==> config.mk <==
export PLATFORM = sky130hd
export DESIGN_NAME = vga_timing_monitor
export DESIGN_NICKNAME = d
export VERILOG_FILES = /design/src/rtl/vga_timing_monitor.sv
export SDC_FILE = /design/constraint.sdc
export NUM_CORES = 1
export LEC_CHECK = 0
export ABC_CLOCK_PERIOD_IN_PS = 3250
export CORE_ASPECT_RATIO = 0.7
export CORE_MARGIN = 2
export CORE_UTILIZATION = 40
export DETAILED_ROUTE_END_ITERATION = 12
export SYNTH_ARGS = -nofsm -noshare
export SYNTH_HDL_FRONTEND = slang
export SYNTH_SLANG_ARGS = --single-unit
export TNS_END_PERCENT = 30
==> constraint.sdc <==
create_clock -name clk -period 3.25 [get_ports clk]
set_input_delay 0.4875 -clock clk [delete_from_list [all_inputs] [get_ports clk]]
set_output_delay 0.4875 -clock clk [all_outputs]
set_load 0.05 [all_outputs]
==> src/rtl/vga_timing_monitor.sv <==
// vga_timing_monitor
// Sink-side checker for the 1280x800 VGA timing generator. Registers the
// hsync/vsync/video_on pins on the pixel clock, recovers the active-pixel
// coordinates, measures line/frame totals and active extents, and runs a
// lock FSM against the expected timing.
//
// Optional feature: define VGA_MON_STATS_EN to build the frame_count and
// err_count statistics counters. Without it both ports read constant 0.
`timescale 1ns/1ps

module vga_timing_monitor #(
    parameter int unsigned H_TOTAL_EXP  = 1440,
    parameter int unsigned V_TOTAL_EXP  = 831,
    parameter int unsigned H_ACTIVE_EXP = 1280,
    parameter int unsigned V_ACTIVE_EXP = 800,
    parameter int unsigned LOCK_FRAMES  = 2
) (
    input  logic        clk,
    input  logic        reset,
    input  logic        hsync,
    input  logic        vsync,
    input  logic        video_on,
    output logic [10:0] x,
    output logic [9:0]  y,
    output logic        pixel_valid,
    output logic        frame_start,
    output logic [11:0] h_total_meas,
    output logic [10:0] v_total_meas,
    output logic [10:0] h_active_meas,
    output logic [9:0]  v_active_meas,
    output logic        locked,
    output logic        timing_err,
    output logic [15:0] frame_count,
    output logic [15:0] err_count
);

    typedef enum logic [1:0] {
        ST_UNLOCKED,
        ST_ACQUIRE,
        ST_LOCKED
    } state_t;

    localparam logic [11:0] H_TOT   = 12'(H_TOTAL_EXP);
    localparam logic [10:0] H_ACT   = 11'(H_ACTIVE_EXP);
    localparam logic [10:0] V_TOT   = 11'(V_TOTAL_EXP);
    localparam logic [9:0]  V_ACT   = 10'(V_ACTIVE_EXP);
    localparam logic [3:0]  LOCK_N  = 4'(LOCK_FRAMES);
    localparam logic [11:0] H_MAX   = 12'hFFF;
    localparam logic [11:0] H_PRE   = 12'hFFE;
    localparam logic [10:0] HA_MAX  = 11'h7FF;
    localparam logic [10:0] V_MAX   = 11'h7FF;
    localparam logic [10:0] V_PRE   = 11'h7FE;
    localparam logic [9:0]  VA_MAX  = 10'h3FF;

    // input pipeline: current registered pin value and the one before it
    logic hs_r, vs_r, vo_r;
    logic hs_d, vs_d, vo_d;

    // coordinate recovery
    logic [10:0] x_cnt;
    logic [10:0] x_now;
    logic [9:0]  y_q;

    // line and frame measurement
    logic [11:0] h_cnt;
    logic [10:0] h_act_cnt;
    logic [10:0] v_cnt;
    logic [9:0]  v_act_cnt;
    logic        h_armed;
    logic        v_armed;
    logic        frame_bad;
    logic [11:0] h_total_q;
    logic [10:0] v_total_q;
    logic [10:0] h_active_q;
    logic [9:0]  v_active_q;

    // lock FSM
    state_t      state_q, state_n;
    logic [3:0]  good_q, good_n;
    logic        err_n;
    logic        timing_err_q;

    // derived events
    logic        hs_rise, vs_rise, vo_rise, vo_fall;
    logic        h_timeout, v_overflow, timeout;
    logic [10:0] v_cnt_inc;
    logic [9:0]  v_act_inc;
    logic        line_bad;
    logic        frame_good;

    assign hs_rise = hs_r & ~hs_d;
    assign vs_rise = vs_r & ~vs_d;
    assign vo_rise = vo_r & ~vo_d;
    assign vo_fall = ~vo_r & vo_d;

    // a line timeout fires once, on the clock the line counter would reach 4095
    assign h_timeout  = ~hs_rise && (h_cnt == H_PRE);
    assign v_overflow = hs_rise && (v_cnt == V_PRE);
    assign timeout    = h_timeout | v_overflow;

    // frame totals including any line or active line closing on this clock
    assign v_cnt_inc = (hs_rise && (v_cnt != V_MAX)) ? v_cnt + 11'd1 : v_cnt;
    assign v_act_inc = (vo_rise && (v_act_cnt != VA_MAX)) ? v_act_cnt + 10'd1 : v_act_cnt;

    assign line_bad = hs_rise && h_armed &&
                      ((h_cnt != H_TOT) || ((h_act_cnt != 11'd0) && (h_act_cnt != H_ACT)));

    assign frame_good = ~frame_bad && ~line_bad &&
                        (v_cnt_inc == V_TOT) && (v_act_inc == V_ACT);

    // x restarts at the first active clock of a run and holds while blanked
    always_comb begin
        x_now = x_cnt;
        if (vo_r) begin
            if (vo_d) begin
                x_now = x_cnt + 11'd1;
            end else begin
                x_now = 11'd0;
            end
        end
    end

    // register the sync/video pins once and keep the previous sample for edges
    always_ff @(posedge clk) begin
        if (!reset) begin
            hs_r <= 1'b0;
            vs_r <= 1'b0;
            vo_r <= 1'b0;
            hs_d <= 1'b0;
            vs_d <= 1'b0;
            vo_d <= 1'b0;
        end else begin
            hs_r <= hsync;
            vs_r <= vsync;
            vo_r <= video_on;
            hs_d <= hs_r;
            vs_d <= vs_r;
            vo_d <= vo_r;
        end
    end

    // track column and row; rows advance when an active run ends
    always_ff @(posedge clk) begin
        if (!reset) begin
            x_cnt <= 11'd0;
            y_q   <= 10'd0;
        end else begin
            x_cnt <= x_now;
            if (vs_rise) begin
                y_q <= 10'd0;
            end else if (vo_fall) begin
                y_q <= y_q + 10'd1;
            end
        end
    end

    // measure clocks and active clocks per line, closing each line on hsync rise
    always_ff @(posedge clk) begin
        if (!reset) begin
            h_cnt      <= 12'd0;
            h_act_cnt  <= 11'd0;
            h_armed    <= 1'b0;
            h_total_q  <= 12'd0;
            h_active_q <= 11'd0;
        end else begin
            if (hs_rise) begin
                h_cnt     <= 12'd1;
                h_act_cnt <= vo_r ? 11'd1 : 11'd0;
                h_armed   <= 1'b1;
                if (h_armed) begin
                    h_total_q <= h_cnt;
                    if (h_act_cnt != 11'd0) begin
                        h_active_q <= h_act_cnt;
                    end
                end
            end else begin
                if (h_cnt != H_MAX) begin
                    h_cnt <= h_cnt + 12'd1;
                end
                if (vo_r && (h_act_cnt != HA_MAX)) begin
                    h_act_cnt <= h_act_cnt + 11'd1;
                end
            end
            if (timeout) begin
                h_armed <= 1'b0;
            end
        end
    end

    // measure lines and active lines per frame, closing each frame on vsync rise
    always_ff @(posedge clk) begin
        if (!reset) begin
            v_cnt      <= 11'd0;
            v_act_cnt  <= 10'd0;
            v_armed    <= 1'b0;
            frame_bad  <= 1'b0;
            v_total_q  <= 11'd0;
            v_active_q <= 10'd0;
        end else begin
            if (vs_rise) begin
                v_cnt     <= 11'd0;
                v_act_cnt <= 10'd0;
                frame_bad <= 1'b0;
                v_armed   <= 1'b1;
                if (v_armed) begin
                    v_total_q  <= v_cnt_inc;
                    v_active_q <= v_act_inc;
                end
            end else begin
                v_cnt     <= v_cnt_inc;
                v_act_cnt <= v_act_inc;
                if (line_bad) begin
                    frame_bad <= 1'b1;
                end
            end
            if (timeout) begin
                v_armed   <= 1'b0;
                frame_bad <= 1'b0;
            end
        end
    end

    // lock FSM state, good-frame counter and the error pulse register
    always_ff @(posedge clk) begin
        if (!reset) begin
            state_q      <= ST_UNLOCKED;
            good_q       <= 4'd0;
            timing_err_q <= 1'b0;
        end else begin
            state_q      <= state_n;
            good_q       <= good_n;
            timing_err_q <= err_n;
        end
    end

    // lock decisions: timeouts drop to UNLOCKED, frames are judged at vsync rise
    always_comb begin
        state_n = state_q;
        good_n  = good_q;
        err_n   = 1'b0;
        if (timeout) begin
            state_n = ST_UNLOCKED;
            good_n  = 4'd0;
            err_n   = 1'b1;
        end else if (vs_rise) begin
            case (state_q)
                ST_UNLOCKED: begin
                    state_n = ST_ACQUIRE;
                    good_n  = 4'd0;
                end
                ST_ACQUIRE: begin
                    if (frame_good) begin
                        if ((good_q + 4'd1) == LOCK_N) begin
                            state_n = ST_LOCKED;
                            good_n  = 4'd0;
                        end else begin
                            good_n = good_q + 4'd1;
                        end
                    end else begin
                        good_n = 4'd0;
                        err_n  = 1'b1;
                    end
                end
                ST_LOCKED: begin
                    if (!frame_good) begin
                        state_n = ST_ACQUIRE;
                        good_n  = 4'd0;
                        err_n   = 1'b1;
                    end
                end
                default: begin
                    state_n = ST_UNLOCKED;
                    good_n  = 4'd0;
                end
            endcase
        end
    end

`ifdef VGA_MON_STATS_EN
    logic [15:0] frame_count_q;
    logic [15:0] err_count_q;

    // count judged frames (wrapping) and error pulses (saturating)
    always_ff @(posedge clk) begin
        if (!reset) begin
            frame_count_q <= 16'd0;
            err_count_q   <= 16'd0;
        end else begin
            if (vs_rise && (state_q != ST_UNLOCKED)) begin
                frame_count_q <= frame_count_q + 16'd1;
            end
            if (err_n && (err_count_q != 16'hFFFF)) begin
                err_count_q <= err_count_q + 16'd1;
            end
        end
    end

    assign frame_count = frame_count_q;
    assign err_count   = err_count_q;
`else
    assign frame_count = 16'd0;
    assign err_count   = 16'd0;
`endif

    assign x             = x_now;
    assign y             = y_q;
    assign pixel_valid   = vo_r;
    assign frame_start   = vs_rise;
    assign h_total_meas  = h_total_q;
    assign v_total_meas  = v_total_q;
    assign h_active_meas = h_active_q;
    assign v_active_meas = v_active_q;
    assign locked        = (state_q == ST_LOCKED);
    assign timing_err    = timing_err_q;

endmodule

Yosys cells after proc, flatten, opt, wreduce, memory -nomap -nowiden
Index checks and enable logic that the tools add are counted.

storage, ports and cells
  register bits after elaboration = 125
  bits in latches = 0
  RAM bits = 0
  bits in read-only memories = 0
  output and inout port bits = 101
  logic and storage cells = 106
  memories kept = 0

operators by class
  $add $sub $neg = 7
  multiply operators = 0
  divide/modulo/power cells = 0
  magnitude comparators = 0
  eq/ne operators = 16
  shift operators = 0
  multiplexer cells = 21
  bitwise gates (word level) = 13
  reductions and logical operators = 26

operators by type and width
  operator                 count
  $mux W11                 5
  $add A11 B1 Y11 const B  3
  $ne A11 B11 Y1 const B   3
  $add A10 B1 Y10 const B  2
  $add A12 B1 Y12 const B  1
  $eq A12 B12 Y1 const B   1
  $mux W4                  3
  $ne A12 B11 Y1 const B   1
  $ne A12 B12 Y1 const B   1
  $eq A11 B10 Y1 const B   1
  $eq A11 B11 Y1 const B   1
  $logic_and A1 B1 Y1      11
  $reduce_bool A11 Y1      1
  $eq A10 B10 Y1 const B   1
  $mux W10                 1
  $ne A10 B10 Y1 const B   1
  $not A1 Y1               8
  $pmux W4 S2              1
  $reduce_or A2 Y1         4
  $mux W1                  7
  $mux W2                  3
  $ne A2 B2 Y1 const B     3
  $pmux W2 S3              1
  $reduce_and A2 Y1        3
  other kinds (12)         16

Longest topological paths before layout
Gate-level depths: netlist (run 1).

  depth after elaboration = 12
  depth in mapped cells = 10

Worst setup path after synthesis (run 1)
No wires, ideal clock.

  kind = reg-to-reg
  start point = reg vo_r, in the netlist pixel_valid
  end point = reg good_q[0]
  library setup time = 0.072 ns
  data arrival time = 2.616 ns
  required time = 3.178 ns
  setup slack = 0.563 ns
  stages on the path, launching flop included = 10
  buffers on the path = 1
  cells stage by stage = dfxtp_1 buf_2 nand4b_1 a211oi_1 a41oi_1 nor4b_2 nor4b_4 nand2_2 or3_1 a21oi_1

on the way
  cells in the longest elaborated chain, start to end = 7

RTL lines
  what                                                     RTL line  text
  from (decl)                                              56        logic hs_r, vs_r, vo_r;
  from (signal assigned)                                   135       vo_r <= video_on;
  $and A1 B1 Y1 *                                          93        assign vo_rise = vo_r & ~vo_d;
  $logic_and A1 B1 Y1 *                                    103       assign v_act_inc = (vo_rise && (v_act_cnt != VA_MAX)) ? v_act_cnt + 10'd1 : v_act_cnt;
  $mux W10 *                                               103
  $eq A10 B10 Y1 *                                         109       (v_cnt_inc == V_TOT) && (v_act_inc == V_ACT);
  $logic_and A1 B1 Y1 *                                    109
  $mux W4 / $ne A2 B2 Y1 (equally long branches)           n/a
  $pmux W4 S2 / $reduce_and A2 Y1 (equally long branches)  n/a
  to (signal assigned)                                     231       good_q <= good_n;
  to (decl)                                                79        logic [3:0] good_q, good_n;

Mark *: on every way between the ends. The rest lies on a longest branch, timed or not.
A chain may end at the register's enable or synchronous reset.

Worst setup path in the final report (run 1)
  start point = reg x_cnt[0]
  end point = out x[8]

on the way
  cells in the longest elaborated chain, start to end = 3

RTL lines
  what                    RTL line  text
  from (decl)             60        logic [10:0] x_cnt;
  from (signal assigned)  148       x_cnt <= x_now;
  $add A11 B1 Y11         116       x_now = x_cnt + 11'd1;
  $mux W11                115       if (vo_d) begin
  $mux W11                114       if (vo_r) begin
  to (decl)               23        output logic [10:0] x,

No other way between the ends.

==> run summary, run 1 <==
status - finished clean
vias in the first global route - 4,634
GRT Overall Usage - 0.173
leakage - 2.79 nW
combinational share of power - 0.067
worst hold path type - reg -> reg
Post-synth ARST share - 0
minimum clock period - 3.04 ns
Cell Rows - 37
drt pass-1 iters - 4
CTS max path bufs - 2
Setup crit end kind - primary output
placed insts - 947
clock skew - 0.00877 ns
Final Setup Violations - 0
Storage cell area - 2500 um^2
clk_lat worst skew - 0.41 ns
Seq/Total Area, Yosys - 0.415
Power Dens Cells - 504 nW/um^2
initial core utilization - 0.410
sequential fraction of design power - 0.422
critical path's slowest cell - clkdlybuf4s50_1
Clk pin slew, worst setup/hold paths - 0.06 ns
#FFs+latches synth - 125
most frequent cells in the layout - 125 x dfxtp_1, 90 x nand2_1, 73 x nor2_1, 71 x clkdlybuf4s50_1, 34 x nand3_1
crit-path leading delay family - buffers and inverters
top area cells in the synthesized netlist - dfxtp_1 41%, nand2_1 5.6%, nor2_1 4.5%
Worst EP arrival - 2.56 ns
die area - 16,100 um^2
Compound-Gate Fraction of Synth Area - 0.125
pin count of the biggest net entering global routing - 25
final wirelength - 13,400 um
WL met3 - 681 um
reg2reg setup slack - 0.41 ns
CORE AREA - 14,700 um^2
clock root cell - clkbuf_16
Rel. slew slack - 0.476
Area growth syn-to-layout - 22.7%
H-tree depth - 4
CP bufs+invs - 1
first-pass GRT wire length - 22,400 um
Max VDD drop - 0.000451 V
Synth Instances - 702
Synth Area in Simple Gates - 0.272
sequence of cells on the critical path - ha_1, nand3_1, nor2_1, nand3_1, xor2_1, nor2_1, clkdlybuf4s50_1
Final Max Slew Viols - 0
Synth top area share - 0.415
Yosys warning total - 0
synth unique cells - 66
Critical Path Fanout Max - 4
Switching Power - 0.863 mW
number of CTS-inserted buffers - 17
RSZ-0062 raised after global routing - false
layout cell share with drive strength beyond 1 - 0.0652
Top Ports - 106
top routing layer used - met4
Clk pwr share - 0.511
met2 wire len - 5710 um
Int Pwr - 2.87 mW
critical path's largest stage delay - 0.82 ns
syn avg cell area - 8.59 um^2
Ant. Diodes - 0
met1 WL - 6870 um
PortBufs - 73
Synth Cell Area - 6030 um^2
Avg WL per Cell - 13.7 um
# hold bufs at CTS - 0
fill count - 1,371
Final Hold Viols - 0
fin nets - 792
initial antenna violation count - 0
fin crit share - 0.937
total gr overflow - 0
total of max-cap violations - 0
gpl congestion - 0.908
largest family of logic cells by synthesized area - simple AND/OR/NAND/NOR gates
Worst-Margin Slew - 0.786 ns
Post-synth EDFFs - 0
DP Wirelength - 9890 um
clock sinks - 125
final core utilization - 0.503
biggest area consumer among synthesized cells - dfxtp_1
CP Launch Type - register
Synth Area in Adders - 0.0332
setup bufs post-CTS - 0
Switching Fraction - 0.231
die height - 107 um
XOR/XNOR Fraction of Synth Area - 0.0581
mux cell area share after synthesis - 0.0218
setup TNS - 0 ns
CP Class - reg -> out
Synth Flop Type - dfxtp_1
CTS tree - built
Max Freq - 328 MHz
Routed Antenna Nets - 0
Vias - 4,896
footprint of the multi-input gates - 3200 um^2
commonest non-fill, non-tap cell in the layout - dfxtp_1
final std cells w/o fill - 977
worst path required time - 2.76 ns
DRC Markers - 0
vias per cell - 5.01
Initial DRC Count - 222
Die W - 151 um
kinds of logic after synthesis:
logic type / count (synthesis)
other cells: 1
xor+xnor: 40
buf+inv: 83
compound gates: 109
flops: 125
fa+ha+maj: 16
simple gates: 315
mux: 13
stage by stage:
| stage | hold slack, ns | instance area, um^2 | worst slack (ns) | power (mW) |
|---|---|---|---|---|
| 4_1_cts | 0.469 | 7400 | 0.169 | 3.77 |
| 3_5_place_dp | 0.452 | 6810 | 0.420 | 1.86 |
| 2_1_floorplan | 0.431 | 6150 | 0.563 | 1.83 |
| 6_report | 0.466 | 7400 | 0.205 | 3.73 |
| 5_1_grt | 0.487 | 7400 | 0.00307 | 3.86 |
| 3_3_place_gp | 0.444 | 6810 | 0.612 | 1.85 |
worst register-to-register path: stages (launching register included):
cell	delay, ns
dfxtp_1	0.60
nand4b_1	0.19
a211oi_1	0.47
a41oi_1	0.22
nor4b_2	0.32
nor4b_4	0.31
a31oi_1	0.16
nand2b_4	0.17
o41ai_2	0.30
power by group through the flow:
stage          clock network (mW)  logic (mW)  registers (mW)
3_5_place_dp                    0       0.252            1.61
4_1_cts                      1.94       0.253            1.57
6_report                     1.91       0.251            1.57
2_1_floorplan                   0       0.218            1.62
3_3_place_gp                    0       0.247            1.60
5_1_grt                      2.01       0.273            1.58
cells in the mapped netlist, types with 3 or more instances:
master / count
dfxtp_1: 125
nand2_1: 90
nor2_1: 73
nand3_1: 34
buf_4: 33
o21ai_0: 31
and2_1: 30
xor2_1: 25
a21boi_0: 23
clkbuf_1: 23
inv_1: 21
ha_1: 16
xnor2_1: 15
a21oi_1: 14
nand4_1: 14
mux2i_1: 12
nor2b_1: 12
and3_1: 9
o211a_1: 9
and4_1: 7
a31oi_1: 6
nor3_1: 6
or3_1: 6
a211oi_1: 4
buf_2: 3
nand2b_1: 3
nand3b_1: 3
nor3b_1: 3
nor4b_1: 3
repair_timing:
action / 4_1_cts / 5_1_grt
setup endpoints to repair: 0 / 1
endpoints found under the hold margin: 0 / 0
gates resized for setup: 0 / 1
registers in the layout, summed over array words and instances (netlist names), 2 cells and up:
name,flops
h_act_cnt,11
v_act_cnt,10
h_cnt,12
h_total_meas,12
v_cnt,11
y,10
h_active_meas,11
v_active_meas,10
state_q,2
x_cnt,11
good_q,4
v_total_meas,11
final timing paths:
| check | startpoint | end | depth (start not counted) |
|---|---|---|---|
| setup / recovery | x_cnt[0] | x[8] | 7 |
| hold / removal | h_total_meas[9] | h_total_meas[9] | 2 |
| setup reg to reg | pixel_valid | state_q[0] | 8 |
| hold reg to reg | h_total_meas[9] | h_total_meas[9] | 2 |
area by class of cell:
| class | instances | area share |
|---|---|---|
| inverters | 21 | 0.0106 |
| well taps | 195 | 0.0330 |
| multi-input cells | 525 | 0.432 |
| clock buffers | 23 | 0.0646 |
| flip-flops and latches | 125 | 0.338 |
| clock inverters | 7 | 0.0152 |
| repair buffers | 81 | 0.106 |
layer usage:
metal,GRT usage,up-vias
met5,0,-
met4,0.0534,0
met3,0.0417,15
met2,0.254,126
met1,0.250,2270
li1,-,2485
No activity file was read; power rests on OpenSTA's default activity.
==> inputs of run 2 (changes only) <==
--- a/config.mk
+++ b/config.mk
@@ -10,6 +10,7 @@
 export CORE_MARGIN = 2
 export CORE_UTILIZATION = 40
 export DETAILED_ROUTE_END_ITERATION = 12
+export SKIP_LAST_GASP = 1
 export SYNTH_ARGS = -nofsm -noshare
 export SYNTH_HDL_FRONTEND = slang
 export SYNTH_SLANG_ARGS = --single-unit
==> results of run 2 <==
Final layout, timing and power as in run 1 (identical DEF).
==> inputs of run 3 (changes only) <==
--- a/config.mk
+++ b/config.mk
@@ -11,6 +11,7 @@
 export CORE_UTILIZATION = 40
 export DETAILED_ROUTE_END_ITERATION = 12
 export SKIP_LAST_GASP = 1
+export SLEW_MARGIN = 40
 export SYNTH_ARGS = -nofsm -noshare
 export SYNTH_HDL_FRONTEND = slang
 export SYNTH_SLANG_ARGS = --single-unit
==> run 3 against run 2 <==
Clock skew about the same; clock power about the same; power is essentially flat; global-route usage unchanged; largest cell class unchanged.
==> run summary, run 3 (synthesis gave the netlist of run 1 again) <==
status - finished clean
placed inst area - 6810 um^2
total gr overflow - 0
RSZ-0062 raised after global routing - false
Final Setup Violations - 0
drt pass-1 iters - 4
fin nets - 792
worst path required time - 2.76 ns
Initial DRC Count - 224
r2r startpoint - pixel_valid
initial core utilization - 0.410
crit-path leading delay family - buffers and inverters
Power Dens Cells - 504 nW/um^2
Clk pin slew, worst setup/hold paths - 0.06 ns
first-pass GRT wire length - 22,400 um
CP Launch Type - register
die height - 107 um
layout cell share with drive strength beyond 1 - 0.0665
setup TNS - 0 ns
Avg WL per Cell - 13.7 um
Worst Setup SP - x_cnt[0]
CORE AREA - 14,700 um^2
Routed Antenna Nets - 0
Vias - 4,887
Top Ports - 106
gpl congestion - 0.908
number of CTS-inserted buffers - 17
critical path's slowest cell - clkdlybuf4s50_1
reg2reg setup slack - 0.41 ns
Setup crit end kind - primary output
commonest non-fill, non-tap cell in the layout - dfxtp_1
clk_lat worst skew - 0.41 ns
critical path's largest stage delay - 0.82 ns
Tot Pwr - 3.73 mW
final instance area - 7400 um^2
vias per cell - 5.00
vias in the first global route - 4,634
CP Class - reg -> out
CTS tree - built
fin crit share - 0.937
Worst-Margin Slew - 0.772 ns
Ant. Diodes - 0
post-place setup slack - 0.420 ns
Area growth syn-to-layout - 22.7%
sequence of cells on the critical path - ha_1, nand3_1, nor2_1, nand3_1, xor2_1, nor2_1, clkdlybuf4s50_1
Max Freq - 328 MHz
minimum clock period - 3.04 ns
Critical Path Fanout Max - 4
final wirelength - 13,400 um
initial antenna violation count - 0
Final Max Slew Viols - 0
Cell Rows - 37
setup bufs post-CTS - 0
clock skew - 0.00877 ns
PortBufs - 73
worst hold path type - reg -> reg
Final Hold Viols - 0
Rel. slew slack - 0.482
DP Wirelength - 9890 um
GRT Overall Usage - 0.173
worst setup margin - 0.205 ns
CTS max path bufs - 2
Max VDD drop - 0.000451 V
clock sinks - 125
Worst EP arrival - 2.56 ns
hold path start - h_total_meas[9]
clock root cell - clkbuf_16
total of max-cap violations - 0
Die W - 151 um
DRC Markers - 0
fill count - 1,370
pin count of the biggest net entering global routing - 25
leakage - 2.79 nW
die area - 16,100 um^2
most frequent cells in the layout - 125 x dfxtp_1, 90 x nand2_1, 73 x nor2_1, 71 x clkdlybuf4s50_1, 34 x nand3_1
CP bufs+invs - 1
H-tree depth - 4
==> run 3: cell counts in the layout (fill, tap and decap cells not counted) <==
No cell type changed its count.
==> run 3: timing repair <==
item,4_1_cts,5_1_grt
resized for setup,0,1
hold buffers,0,0
endpoints found under the setup margin,0,1
==> run 3: worst paths after layout <==
path / end / depth (start not counted)
setup / recovery: x[8] / 7
hold / removal: h_total_meas[9] / 2
setup reg to reg: state_q[0] / 8
hold reg to reg: h_total_meas[9] / 2
==> run 3: per-layer routing <==
layer / GRT usage / vias to the layer above / share of wire
met5: 0 / - / 0
met4: 0.0534 / 0 / 0.0084
met3: 0.0417 / 15 / 0.049
met2: 0.254 / 119 / 0.43
met1: 0.250 / 2267 / 0.51
li1: - / 2486 / -
==> run 3: worst register-to-register path, cell delays in order (launching register included) <==
cell      delay (ns)
dfxtp_1         0.60
nand4b_1        0.19
a211oi_1        0.47
a41oi_1         0.22
nor4b_2         0.32
nor4b_4         0.31
a31oi_1         0.16
nand2b_4        0.17
o41ai_2         0.30
==> run 3: area by class of cell <==
| cell class | count | area, um^2 | share of cell area |
|---|---|---|---|
| multi-input combinational | 525 | 3200 | 0.432 |
| tap | 195 | 244 | 0.0330 |
| clock buffer | 23 | 478 | 0.0645 |
| inverter | 21 | 78.8 | 0.0106 |
| sequential | 125 | 2500 | 0.338 |
| clock inverter | 7 | 113 | 0.0152 |
| timing repair buffer | 81 | 788 | 0.106 |
==> run 3: report_power, final <==
part           leakage (nW)  switching, mW  internal, mW
clock network         0.289          0.651          1.25
logic                  1.49          0.190        0.0610
registers              1.01         0.0213          1.55
total                  2.79          0.863          2.87
==> run 3: per-stage QoR <==
stage          hold WS, ns   util  instances
3_5_place_dp         0.452  0.463        947
5_1_grt              0.487  0.503        977
3_3_place_gp         0.444  0.463        947
6_report             0.466  0.503        977
2_1_floorplan        0.431      -        733
4_1_cts              0.469  0.503        977
